==> config.mk <==
export PLATFORM = sky130hd
export DESIGN_NAME = zxuno_regbus_ctrl_flat
export DESIGN_NICKNAME = d
export VERILOG_FILES = /design/src/rtl/zxuno_regbus_if.sv /design/src/rtl/zxuno_regbus_ctrl.sv /design/src/flat_wrapper.sv
export SDC_FILE = /design/constraint.sdc
export NUM_CORES = 1
export LEC_CHECK = 0
export CAP_MARGIN = 15
export CORE_AREA = 2 2 75 77
export CTS_BUF_LIST = sky130_fd_sc_hd__clkbuf_4 sky130_fd_sc_hd__clkbuf_8
export DETAILED_ROUTE_END_ITERATION = 8
export DIE_AREA = 0 0 77 79
export PLACE_DENSITY_LB_ADDON = 0.3
export SYNTH_ARGS = -nofsm -noshare
export SYNTH_HDL_FRONTEND = slang
export SYNTH_SLANG_ARGS = --single-unit
==> constraint.sdc <==
create_clock -name clk -period 1.9 [get_ports clk]
set_input_delay 0.475 -clock clk [delete_from_list [all_inputs] [get_ports clk]]
set_output_delay 0.475 -clock clk [all_outputs]
set_load 0.02 [all_outputs]
==> src/rtl/zxuno_regbus_if.sv <==
// rtl/zxuno_regbus_if.sv - ZXUNO register bus signal bundle
//
// Groups the CPU I/O cycle, device read-back and register strobe signals.
//   slave  : seen by zxuno_regbus_ctrl (takes CPU + device inputs, drives strobes/read data)
//   master : seen by the CPU side / environment driving the cycles
// Signals:
//   a[15:0], iorq_n, rd_n, wr_n, din[7:0]   CPU I/O cycle
//   dev_dout[8*NDEV-1:0], dev_oe[NDEV-1:0]  device read data and output enables
//   zxuno_addr, zxuno_regrd, zxuno_regwr,
//   regaddr_changed, wrdata                 register strobes to devices
//   dout, oe, collide                       arbitrated CPU read byte and status
interface zxuno_regbus_if #(
  parameter int NDEV = 8
);
  logic [15:0]         a;
  logic                iorq_n;
  logic                rd_n;
  logic                wr_n;
  logic [7:0]          din;
  logic [8*NDEV-1:0]   dev_dout;
  logic [NDEV-1:0]     dev_oe;
  logic [7:0]          zxuno_addr;
  logic                zxuno_regrd;
  logic                zxuno_regwr;
  logic                regaddr_changed;
  logic [7:0]          wrdata;
  logic [7:0]          dout;
  logic                oe;
  logic                collide;

  modport slave (
    input  a, iorq_n, rd_n, wr_n, din, dev_dout, dev_oe,
    output zxuno_addr, zxuno_regrd, zxuno_regwr, regaddr_changed, wrdata,
           dout, oe, collide
  );

  modport master (
    output a, iorq_n, rd_n, wr_n, din, dev_dout, dev_oe,
    input  zxuno_addr, zxuno_regrd, zxuno_regwr, regaddr_changed, wrdata,
           dout, oe, collide
  );
endinterface

==> src/rtl/zxuno_regbus_ctrl.sv <==
// rtl/zxuno_regbus_ctrl.sv - ZXUNO register bus controller (port decode, strobes, read arbitration)
//
// Decodes CPU I/O cycles on the register-select port (ADDR_PORT) and the
// register-data port (DATA_PORT), holds the selected register number, issues
// write/read strobes to the register devices and arbitrates their read data.
// Ports:
//   clk    system clock, all CPU signals synchronous to it
//   rst_n  synchronous active-low reset
//   bus    zxuno_regbus_if.slave (CPU cycle, device read-back, strobes, dout/oe/collide)
// Optional feature macro: ZXUNO_OECOLLIDE_EN enables sticky detection of more
// than one device driving during a data-port read; otherwise collide is 0.
module zxuno_regbus_ctrl #(
  parameter int          NDEV      = 8,
  parameter logic [15:0] ADDR_PORT = 16'hFC3B,
  parameter logic [15:0] DATA_PORT = 16'hFD3B
) (
  input logic            clk,
  input logic            rst_n,
  zxuno_regbus_if.slave  bus
);

  logic       io_rd;
  logic       io_wr;
  logic       sel_a;
  logic       sel_d;
  logic       wr_edge;
  logic       prev_wr;
  logic [7:0] win_data;

  logic [7:0] addr_q;
  logic [7:0] wrdata_q;
  logic [7:0] dout_q;
  logic       oe_q;
  logic       regrd_q;
  logic       regwr_q;
  logic       addr_chg_q;
  logic       collide_q;

  assign io_rd   = !bus.iorq_n && !bus.rd_n;
  assign io_wr   = !bus.iorq_n && !bus.wr_n;
  assign sel_a   = (bus.a == ADDR_PORT);
  assign sel_d   = (bus.a == DATA_PORT);
  // prev_wr follows io_wr regardless of address, so retargeting the address
  // mid-cycle never produces a second event for the same CPU write.
  assign wr_edge = io_wr && !prev_wr;

  // Fixed priority: scan from the top so the lowest enabled index is the
  // last assignment and wins. FFh when nobody drives.
  always_comb begin
    win_data = 8'hFF;
    for (int k = NDEV - 1; k >= 0; k--) begin
      if (bus.dev_oe[k]) begin
        win_data = bus.dev_dout[8*k +: 8];
      end
    end
  end

  always_ff @(posedge clk) begin
    if (!rst_n) begin
      prev_wr    <= 1'b0;
      addr_q     <= 8'h00;
      wrdata_q   <= 8'h00;
      dout_q     <= 8'hFF;
      oe_q       <= 1'b0;
      regrd_q    <= 1'b0;
      regwr_q    <= 1'b0;
      addr_chg_q <= 1'b0;
    end else begin
      prev_wr    <= io_wr;
      // Pulses even when the value is unchanged: devices rewind on it.
      addr_chg_q <= wr_edge && sel_a;
      regwr_q    <= wr_edge && sel_d;
      regrd_q    <= io_rd && sel_d;
      if (wr_edge && sel_a) begin
        addr_q <= bus.din;
      end
      if (wr_edge && sel_d) begin
        wrdata_q <= bus.din;
      end
      if (io_rd && sel_a) begin
        dout_q <= addr_q;
        oe_q   <= 1'b1;
      end else if (io_rd && sel_d) begin
        dout_q <= win_data;
        oe_q   <= 1'b1;
      end else begin
        dout_q <= 8'hFF;
        oe_q   <= 1'b0;
      end
    end
  end

`ifdef ZXUNO_OECOLLIDE_EN
  logic [NDEV-1:0] oe_rest;
  logic            multi_oe;

  // Clearing the lowest set bit leaves something only if two or more were set.
  assign oe_rest  = bus.dev_oe & (bus.dev_oe - NDEV'(1));
  assign multi_oe = |oe_rest;

  always_ff @(posedge clk) begin
    if (!rst_n) begin
      collide_q <= 1'b0;
    end else if (wr_edge && sel_a) begin
      collide_q <= 1'b0;
    end else if (io_rd && sel_d && multi_oe) begin
      collide_q <= 1'b1;
    end
  end
`else
  assign collide_q = 1'b0;
`endif

  assign bus.zxuno_addr      = addr_q;
  assign bus.wrdata          = wrdata_q;
  assign bus.dout            = dout_q;
  assign bus.oe              = oe_q;
  assign bus.zxuno_regrd     = regrd_q;
  assign bus.zxuno_regwr     = regwr_q;
  assign bus.regaddr_changed = addr_chg_q;
  assign bus.collide         = collide_q;

endmodule

==> src/flat_wrapper.sv <==
// flat-port wrapper written by rule: the top's interface ports become plain ports
module zxuno_regbus_ctrl_flat 
#(
  parameter int          NDEV      = 8,
  parameter logic [15:0] ADDR_PORT = 16'hFC3B,
  parameter logic [15:0] DATA_PORT = 16'hFD3B
)
  (clk, rst_n, bus_a, bus_iorq_n, bus_rd_n, bus_wr_n, bus_din, bus_dev_dout, bus_dev_oe, bus_zxuno_addr, bus_zxuno_regrd, bus_zxuno_regwr, bus_regaddr_changed, bus_wrdata, bus_dout, bus_oe, bus_collide);
  zxuno_regbus_if #(.NDEV(NDEV)) bus_i ();
  input logic clk;
  input logic rst_n;
  input wire logic [$bits(bus_i.a)-1:0] bus_a;
  input wire logic [$bits(bus_i.iorq_n)-1:0] bus_iorq_n;
  input wire logic [$bits(bus_i.rd_n)-1:0] bus_rd_n;
  input wire logic [$bits(bus_i.wr_n)-1:0] bus_wr_n;
  input wire logic [$bits(bus_i.din)-1:0] bus_din;
  input wire logic [$bits(bus_i.dev_dout)-1:0] bus_dev_dout;
  input wire logic [$bits(bus_i.dev_oe)-1:0] bus_dev_oe;
  output wire logic [$bits(bus_i.zxuno_addr)-1:0] bus_zxuno_addr;
  output wire logic [$bits(bus_i.zxuno_regrd)-1:0] bus_zxuno_regrd;
  output wire logic [$bits(bus_i.zxuno_regwr)-1:0] bus_zxuno_regwr;
  output wire logic [$bits(bus_i.regaddr_changed)-1:0] bus_regaddr_changed;
  output wire logic [$bits(bus_i.wrdata)-1:0] bus_wrdata;
  output wire logic [$bits(bus_i.dout)-1:0] bus_dout;
  output wire logic [$bits(bus_i.oe)-1:0] bus_oe;
  output wire logic [$bits(bus_i.collide)-1:0] bus_collide;
  assign bus_i.a = bus_a;
  assign bus_i.iorq_n = bus_iorq_n;
  assign bus_i.rd_n = bus_rd_n;
  assign bus_i.wr_n = bus_wr_n;
  assign bus_i.din = bus_din;
  assign bus_i.dev_dout = bus_dev_dout;
  assign bus_i.dev_oe = bus_dev_oe;
  assign bus_zxuno_addr = bus_i.zxuno_addr;
  assign bus_zxuno_regrd = bus_i.zxuno_regrd;
  assign bus_zxuno_regwr = bus_i.zxuno_regwr;
  assign bus_regaddr_changed = bus_i.regaddr_changed;
  assign bus_wrdata = bus_i.wrdata;
  assign bus_dout = bus_i.dout;
  assign bus_oe = bus_i.oe;
  assign bus_collide = bus_i.collide;
  zxuno_regbus_ctrl #(.NDEV(NDEV), .ADDR_PORT(ADDR_PORT), .DATA_PORT(DATA_PORT)) u_core (.clk(clk), .rst_n(rst_n), .bus(bus_i));
endmodule
==> out/results.md <==
| Result | Reported |
|---|---|
| Outcome | completed |
| Layout filler cell count | 490 |
| Area of placed instances | 3209 sq um |
| Worst clock skew | 0.003275 ns |
| Worst hold slack | 0.4778 ns |
| CTS tree | built |
| Die extent in y | 79 um |
| Count of different cell masters after synthesis | 32 |
| Number of global-route vias before repair | 2,124 |
| Shortest period the worst path allows | 1.773 ns |
| Antenna-violating nets left | 0 |
| Antenna cell count | 0 |
| Crit path max-delay cell type | sky130_fd_sc_hd__clkdlybuf4s50_1 |
| Mapped Avg Cell Area | 7.282 sq um |
| Number of warnings reported in the yosys synthesis log | 0 |
| # H-tree levels | 2 |
| Number of antenna violations at the first check in global routing | 0 |
| Cell family with the largest share of critical-path delay | simple AND/OR/NAND/NOR gates |
| Final non-filler cell area | 3311 sq um |
| Syn Std Cell Area | 1777 sq um |
| Setup violators final | 0 |
| Arr. time, crit path | 1.98 ns |
| Power density cells | 467.2 nW/um^2 |
| Setup bufs post-CTS | 0 |
| Layout cells sized above 1 | 0.08179 |
| Sort of element at the start of the critical path | input port |
| Buffers & Inverters on Critical Path | 1 |
| Gr usage total | 0.2102 |
| Post-Layout Cell Count | 451 |
| Max-capacitance violation count | 0 |
| Layout overhead on the synthesized area | 86.34% |
| Routability Congestion | 0.8139 |
| Port bufs | 128 |
| Via density per instance | 4.898 |
| VDD IR-drop max | 0.0005250 V |
| Required time worst endpoint | 2.11 ns |
| Count of cells resized by post-cts repair | 0 |
| Clock Latency Late Sink | 0.28 ns |
| Row count | 27 |
| Slew at the pin closest to its max-slew limit | 0.5022 ns |
| Maximum number of pins on one net before global-route repair | 20 |
| Most common cell after layout, fill and taps aside | sky130_fd_sc_hd__clkdlybuf4s50_1 |
| Crit-path max FO | 8 |
| Critical path, cell by cell | clkdlybuf4s50_1 -> or2_0 -> nor3_1 -> o221ai_1 -> a31oi_1 |
| Overall routed net length | 6261 um |
| CTS root buffer | sky130_fd_sc_hd__clkbuf_8 |
| Setup TNS after final layout | 0 ns |
| TritonCTS Buffers | 5 |
| Number of design rule violations left after detail routing | 0 |
| Pins Over Slew Limit | 0 |
| Max Buffers Root-to-Sink | 2 |
| Clk pin slew, worst setup/hold paths | 0.07 ns |
| Commonest cells after routing, fill and taps aside | 128 x sky130_fd_sc_hd__clkdlybuf4s50_1, 29 x sky130_fd_sc_hd__dfxtp_1, 25 x sky130_fd_sc_hd__a21oi_1 |
| Clk sink count | 29 |
| Die ar. | 6083 sq um |
| Count of placed standard cells including taps | 443 |
| Wire length of the first global-routing pass | 10,280 um |
| Post-detailed-placement half-perimeter wirelength | 5038 um |
| Rel. slew slack | 0.6652 |
| Net count after synthesis | 345 |
| Starting utilization of the core area | 0.3329 |
| Instance count of the mapped netlist | 244 |
| Width of the die | 77 um |
| DR iter-0 viols | 59 |
| Post-CTS Hold Buffers | 0 |
| I/O pin total | 130 |
| Sequential fraction of the synthesis area | 0.3268 |
| Number of iterations in the first detailed-routing pass | 4 |
| Final worst path period share | 0.9333 |
| Largest stage delay, worst path | 0.43 ns |
| Maximum operating frequency | 564.0 MHz |
| Detailed-route wire length per cell | 13.88 um |
| Kind of capture point of the worst setup path | flop |
| Global route overflow | 0 |
| Core Region | 5338 sq um |
| Leak | 1.260 nW |
| Final net count | 479 |
| Post-synthesis sequential element count | 29 |
| Total power | 1.547 mW |
| Hold Vio Cnt, Final | 0 |
| Total via count in the routed design | 2,209 |
| WS Path Type | in2reg |
| Hold Path Class | reg2reg |
| RSZ-0062 raised after global routing | false |
worst reg2reg max path, cell delays in order, from the launching register on:
cell and delay (ns):
sky130_fd_sc_hd__dfxtp_1 0.31, sky130_fd_sc_hd__and4bb_2 0.29, sky130_fd_sc_hd__nand4_2 0.13, sky130_fd_sc_hd__buf_12 0.17
sky130_fd_sc_hd__o21ai_0 0.16, sky130_fd_sc_hd__a21oi_1 0.08
cell type report:
type | count | area (sq um) | area share
clock buffers | 7 | 96.34 | 0.02910
clock inverters | 1 | 5.005 | 0.001512
inverters | 25 | 93.84 | 0.02834
multi-input cells | 171 | 1003 | 0.3031
flip-flops and latches | 29 | 580.6 | 0.1754
well taps | 72 | 90.09 | 0.02721
repair buffers | 146 | 1441 | 0.4354
report_power, final:
group	internal, mW	total, mW	switching, mW
Clock	0.327	0.565	0.238
Combinational	0.246	0.373	0.127
Sequential	0.609	0.609	0.000403
Total	1.18	1.55	0.365
final timing paths:
| check | slack, ns | cells past startpoint | endpoint | from |
|---|---|---|---|---|
| max | 0.13 | 5 | u_core.bus.dout[7]$_SDFF_PN1_ | bus_dev_oe[4] |
| min | 0.48 | 2 | u_core.bus.wrdata[6]$_SDFFE_PN0P_ | u_core.bus.wrdata[6]$_SDFFE_PN0P_ |
| max reg2reg | 0.65 | 5 | u_core.bus.zxuno_addr[5]$_SDFFE_PN0P_ | u_core.prev_wr$_SDFF_PN0_ |
| min reg2reg | 0.48 | 2 | u_core.bus.wrdata[6]$_SDFFE_PN0P_ | u_core.bus.wrdata[6]$_SDFFE_PN0P_ |
logic make-up after synthesis:
logic type,Yosys count,share of synthesized area
compound gates,72,0.2570
simple gates,98,0.3056
other cells,1,0.002111
flops,29,0.3268
buf+inv,44,0.1084
Yosys cell counts (all sizes together):
cell type | instances | area share
o221ai | 8 | 0.039
and4 | 1 | 0.0049
inv | 24 | 0.051
nor3b | 10 | 0.042
conb | 1 | 0.0021
dfxtp | 29 | 0.33
or2 | 2 | 0.0070
a2bb2oi | 7 | 0.035
o2111ai | 8 | 0.039
and4bb | 2 | 0.014
nor2 | 5 | 0.012
a31oi | 8 | 0.028
nor2b | 8 | 0.028
nand4 | 3 | 0.018
clkinv | 1 | 0.0021
and3 | 2 | 0.0070
and4b | 1 | 0.0056
a21oi | 25 | 0.070
nand3 | 17 | 0.048
buf | 6 | 0.028
and3b | 1 | 0.0049
nand2 | 24 | 0.051
clkbuf | 13 | 0.027
nand2b | 2 | 0.0070
o21ai | 16 | 0.045
nor3 | 20 | 0.056
sequential cells by signal (all words and copies together), names as in the netlist:
name                        cells
u_core.bus.wrdata               8
u_core.prev_wr                  1
u_core.bus.dout                 8
u_core.bus.zxuno_regrd          1
u_core.bus.oe                   1
u_core.bus.regaddr_changed      1
u_core.bus.zxuno_regwr          1
u_core.bus.zxuno_addr           8
metal layers:
| metal | track usage | vias to the layer above | part of all wire |
|---|---|---|---|
| li1 | - | 1141 | - |
| met1 | 0.2582 | 956 | 0.44 |
| met2 | 0.3640 | 108 | 0.46 |
| met3 | 0.06591 | 4 | 0.096 |
| met4 | 0.04286 | 0 | 0.0067 |
| met5 | 0 | - | 0 |
metrics by stage:
stage / setup slack [ns] / utilization
after global placement: -0.1380 / 0.6013
after global routing: 0.01408 / 0.6203
after detailed placement: -0.1665 / 0.6013
final: 0.1268 / 0.6203
after floorplan: 0.4021 / -
after CTS: 0.1292 / 0.6203
(Power assumes the default switching activity.)
==> edit (config.mk and constraints unchanged) <==
Add a define of `ZXUNO_OECOLLIDE_EN`.
--- a/src/rtl/zxuno_regbus_ctrl.sv
+++ b/src/rtl/zxuno_regbus_ctrl.sv
@@ -9,6 +9,8 @@
 //   bus    zxuno_regbus_if.slave (CPU cycle, device read-back, strobes, dout/oe/collide)
 // Optional feature macro: ZXUNO_OECOLLIDE_EN enables sticky detection of more
 // than one device driving during a data-port read; otherwise collide is 0.
+`define ZXUNO_OECOLLIDE_EN
+
 module zxuno_regbus_ctrl #(
   parameter int          NDEV      = 8,
   parameter logic [15:0] ADDR_PORT = 16'hFC3B,
Formal check against the unedited RTL: not equivalent (a bounded check fails within 4 cycles, from zero or initial values and one cycle with rst_n low).
==> edit against the original RTL <==
Register-to-register slack got worse by 0.38 ns; design area is 6.6% higher; count of clock-buffer cells in the layout unchanged; synthesized area fell by 0.42%; power increased by 1.6%; sequential cell count is 1 higher; sequential share of layout area shrank 0.51 points; fmax decreased by 3.9%; combinational power is 9.7% higher; critical path type unchanged; routed wire length increased by 1.4%; worst setup slack worse by 0.072 ns.
==> edit: results (changes against the original RTL) <==
status finished clean; Clock Tree Buf Depth 2 (unchanged); DR WL/cell 14.3 um (+3.2%); clk_skew 0.00741 ns (+0.00413 ns); Iteration-0 DRC Markers 58 (-1.7%); RR Startpoint u_core.prev_wr$_SDFF_PN0_; class of the worst hold path reg2reg; GRT Util Overall 20.6% (-0.46 points); GP Congestion 0.797 (-2.1%); Data arrival, critical path 2.01 ns (+0.03 ns); FF-to-FF End u_core.bus.wrdata[1]$_SDFFE_PN0P_; Hold WS 0.493 ns (+0.0149 ns); Post-synth top flop dfxtp_1; Slew headroom 74.3% (+7.8 points); slowest stage cell, crit path or4b_4; DRT Pass-1 Iters 4 (unchanged); Nets 471 (-1.7%); peak supply drop 0.263 mV (-50%); CP peak stage delay 0.50 ns (+0.07 ns); clock root cell clkbuf_8; syn nets 317 (-8.1%); n_diodes 0 (unchanged); layout cell share with drive strength beyond 1 16.7% (+8.5 points); hpwl dp 4.98 mm (-1.3%); synth unique cells 33 (+3.1%); Synth area leaders dfxtp_1 (34%), mux2i_1 (9.1%), a221oi_1 (6.9%), nor2b_1 (6.0%), a21oi_1 (4.5%); Hold Path Sink u_core.bus.dout[7]$_SDFF_PN1_; static leakage 1.57 nW (+25%); CP max FO 8 (unchanged); min-delay src u_core.bus.zxuno_addr[7]$_SDFFE_PN0P_; Synth Warn # 0 (unchanged); Synth top cells by count dfxtp_1 (30), nand2_1 (20), nor2_1 (20), inv_1 (18), nor2b_1 (17); vias in the first global route 2223 (+4.7%); largest net degree at the start of global routing 22 (+10%); sequential fraction of the synthesis area 33.9% (+1.3 points); Worst-path clk slew 0.06 ns; R2R depth 6 (+1); CTS Buf Count 5 (unchanged); clock latency on the worst-skew pair 0.28 ns (about the same); drt via density 5.05 (+3.1%); IO Port Bufs 129 (+0.78%); WHS Path Cells 2 (unchanged); r2r setup slk 0.27 ns (-0.38 ns); Async S/R FF share, synth 0% (unchanged); CP top delay family simple AND/OR/NAND/NOR gates; DP Area 0.00330 mm^2 (+2.7%); first-pass GRT wire length 10.0 mm (-2.7%); initial antenna violation count 0 (unchanged); worst slack, placed -0.520 ns (-0.354 ns); H-Tree Depth 2 (unchanged)
-- edit: cell types whose count changed after synthesis, moves of 4 or more --
cell / change
nor3_1: -17
mux2i_1: +16
nor2_1: +16
a221oi_1: +14
nand3_1: -14
o21ai_0: -12
a21oi_1: -9
nor2b_1: +9
nor3b_1: -8
o2111ai_1: -8
a221o_1: +7
a2bb2oi_1: -7
inv_1: -6
nand2_1: -4
-- edit: area by class of cell --
class / count / area, um^2
Inverter: 18 / 71.3
Clock buffer: 7 / 90.1
Fill cell: 475 / 1810
Sequential cell: 30 / 601
Multi-Input combinational cell: 154 / 1110
Timing Repair Buffer: 161 / 1570
Tap cell: 72 / 90.1
Clock inverter: 1 / 5.00
-- edit: layer usage --
layer	up-vias	part of all wire [%]	track usage (%)
li1	1098	-	-
met1	1008	39	21.3
met2	120	49	37.3
met3	11	9.5	6.93
met4	0	2.4	10.2
met5	-	0	0
-- edit: stage by stage --
| step | util, % | cells |
|---|---|---|
| final | 66.1 | 443 |
| after global routing | 66.1 | 443 |
| after CTS | 64.8 | 438 |
| after global placement | 61.8 | 428 |
| after detailed placement | 61.8 | 428 |
| after floorplan | - | 216 |
-- edit: logic make-up (layout without fill, tap and decap cells) --
group	Yosys count	count (layout)	synth area share [%]
AOI/OAI and AO/OA	58	58	24.0
muxes	16	16	9.05
and+or+nand+nor	80	80	26.2
buffers and inverters	32	187	6.86
DFF	30	30	33.9
-- edit: power by group --
| part | internal [W] | leakage, nW | switching [W] | total, W |
|---|---|---|---|---|
| clock | 0.000306 | 0.0517 | 0.000227 | 0.000533 |
| combinational | 0.000269 | 1.28 | 0.000140 | 0.000409 |
| sequential | 0.000630 | 0.242 | 0.000000394 | 0.000630 |
-- edit: worst min-delay path, cell delays in order (launching register included) --
cell     delay (ns)
dfxtp_1        0.32
nor2_1         0.08
a31oi_1        0.04
-- edit: worst max path at each step --
| stage | from | end | slack, ns | depth (start not counted) |
|---|---|---|---|---|
| 5_1_grt | bus_a[11] | u_core.bus.dout[4]$_SDFF_PN1_ | -0.006 | 7 |
| 4_1_cts | bus_dev_oe[7] | u_core.bus.dout[6]$_SDFF_PN1_ | 0.03 | 7 |
| 3_5_place_dp | bus_a[7] | u_core.bus.dout[6]$_SDFF_PN1_ | -0.52 | 5 |
| 6_report | bus_a[11] | u_core.bus.dout[4]$_SDFF_PN1_ | 0.05 | 7 |
| 2_1_floorplan | bus_a[7] | u_core.bus.dout[0]$_SDFF_PN1_ | 0.007 | 5 |
| 3_3_place_gp | bus_a[7] | u_core.bus.dout[1]$_SDFF_PN1_ | -0.46 | 5 |
-- edit: timing repair --
item,in CTS,in global routing
pin swaps,8,5
hold endpoints to repair,0,0
hold buffers,0,0
endpoints found under the setup margin,25,14
cloned,1,0
resized for setup,18,18
buffers inserted,1,5
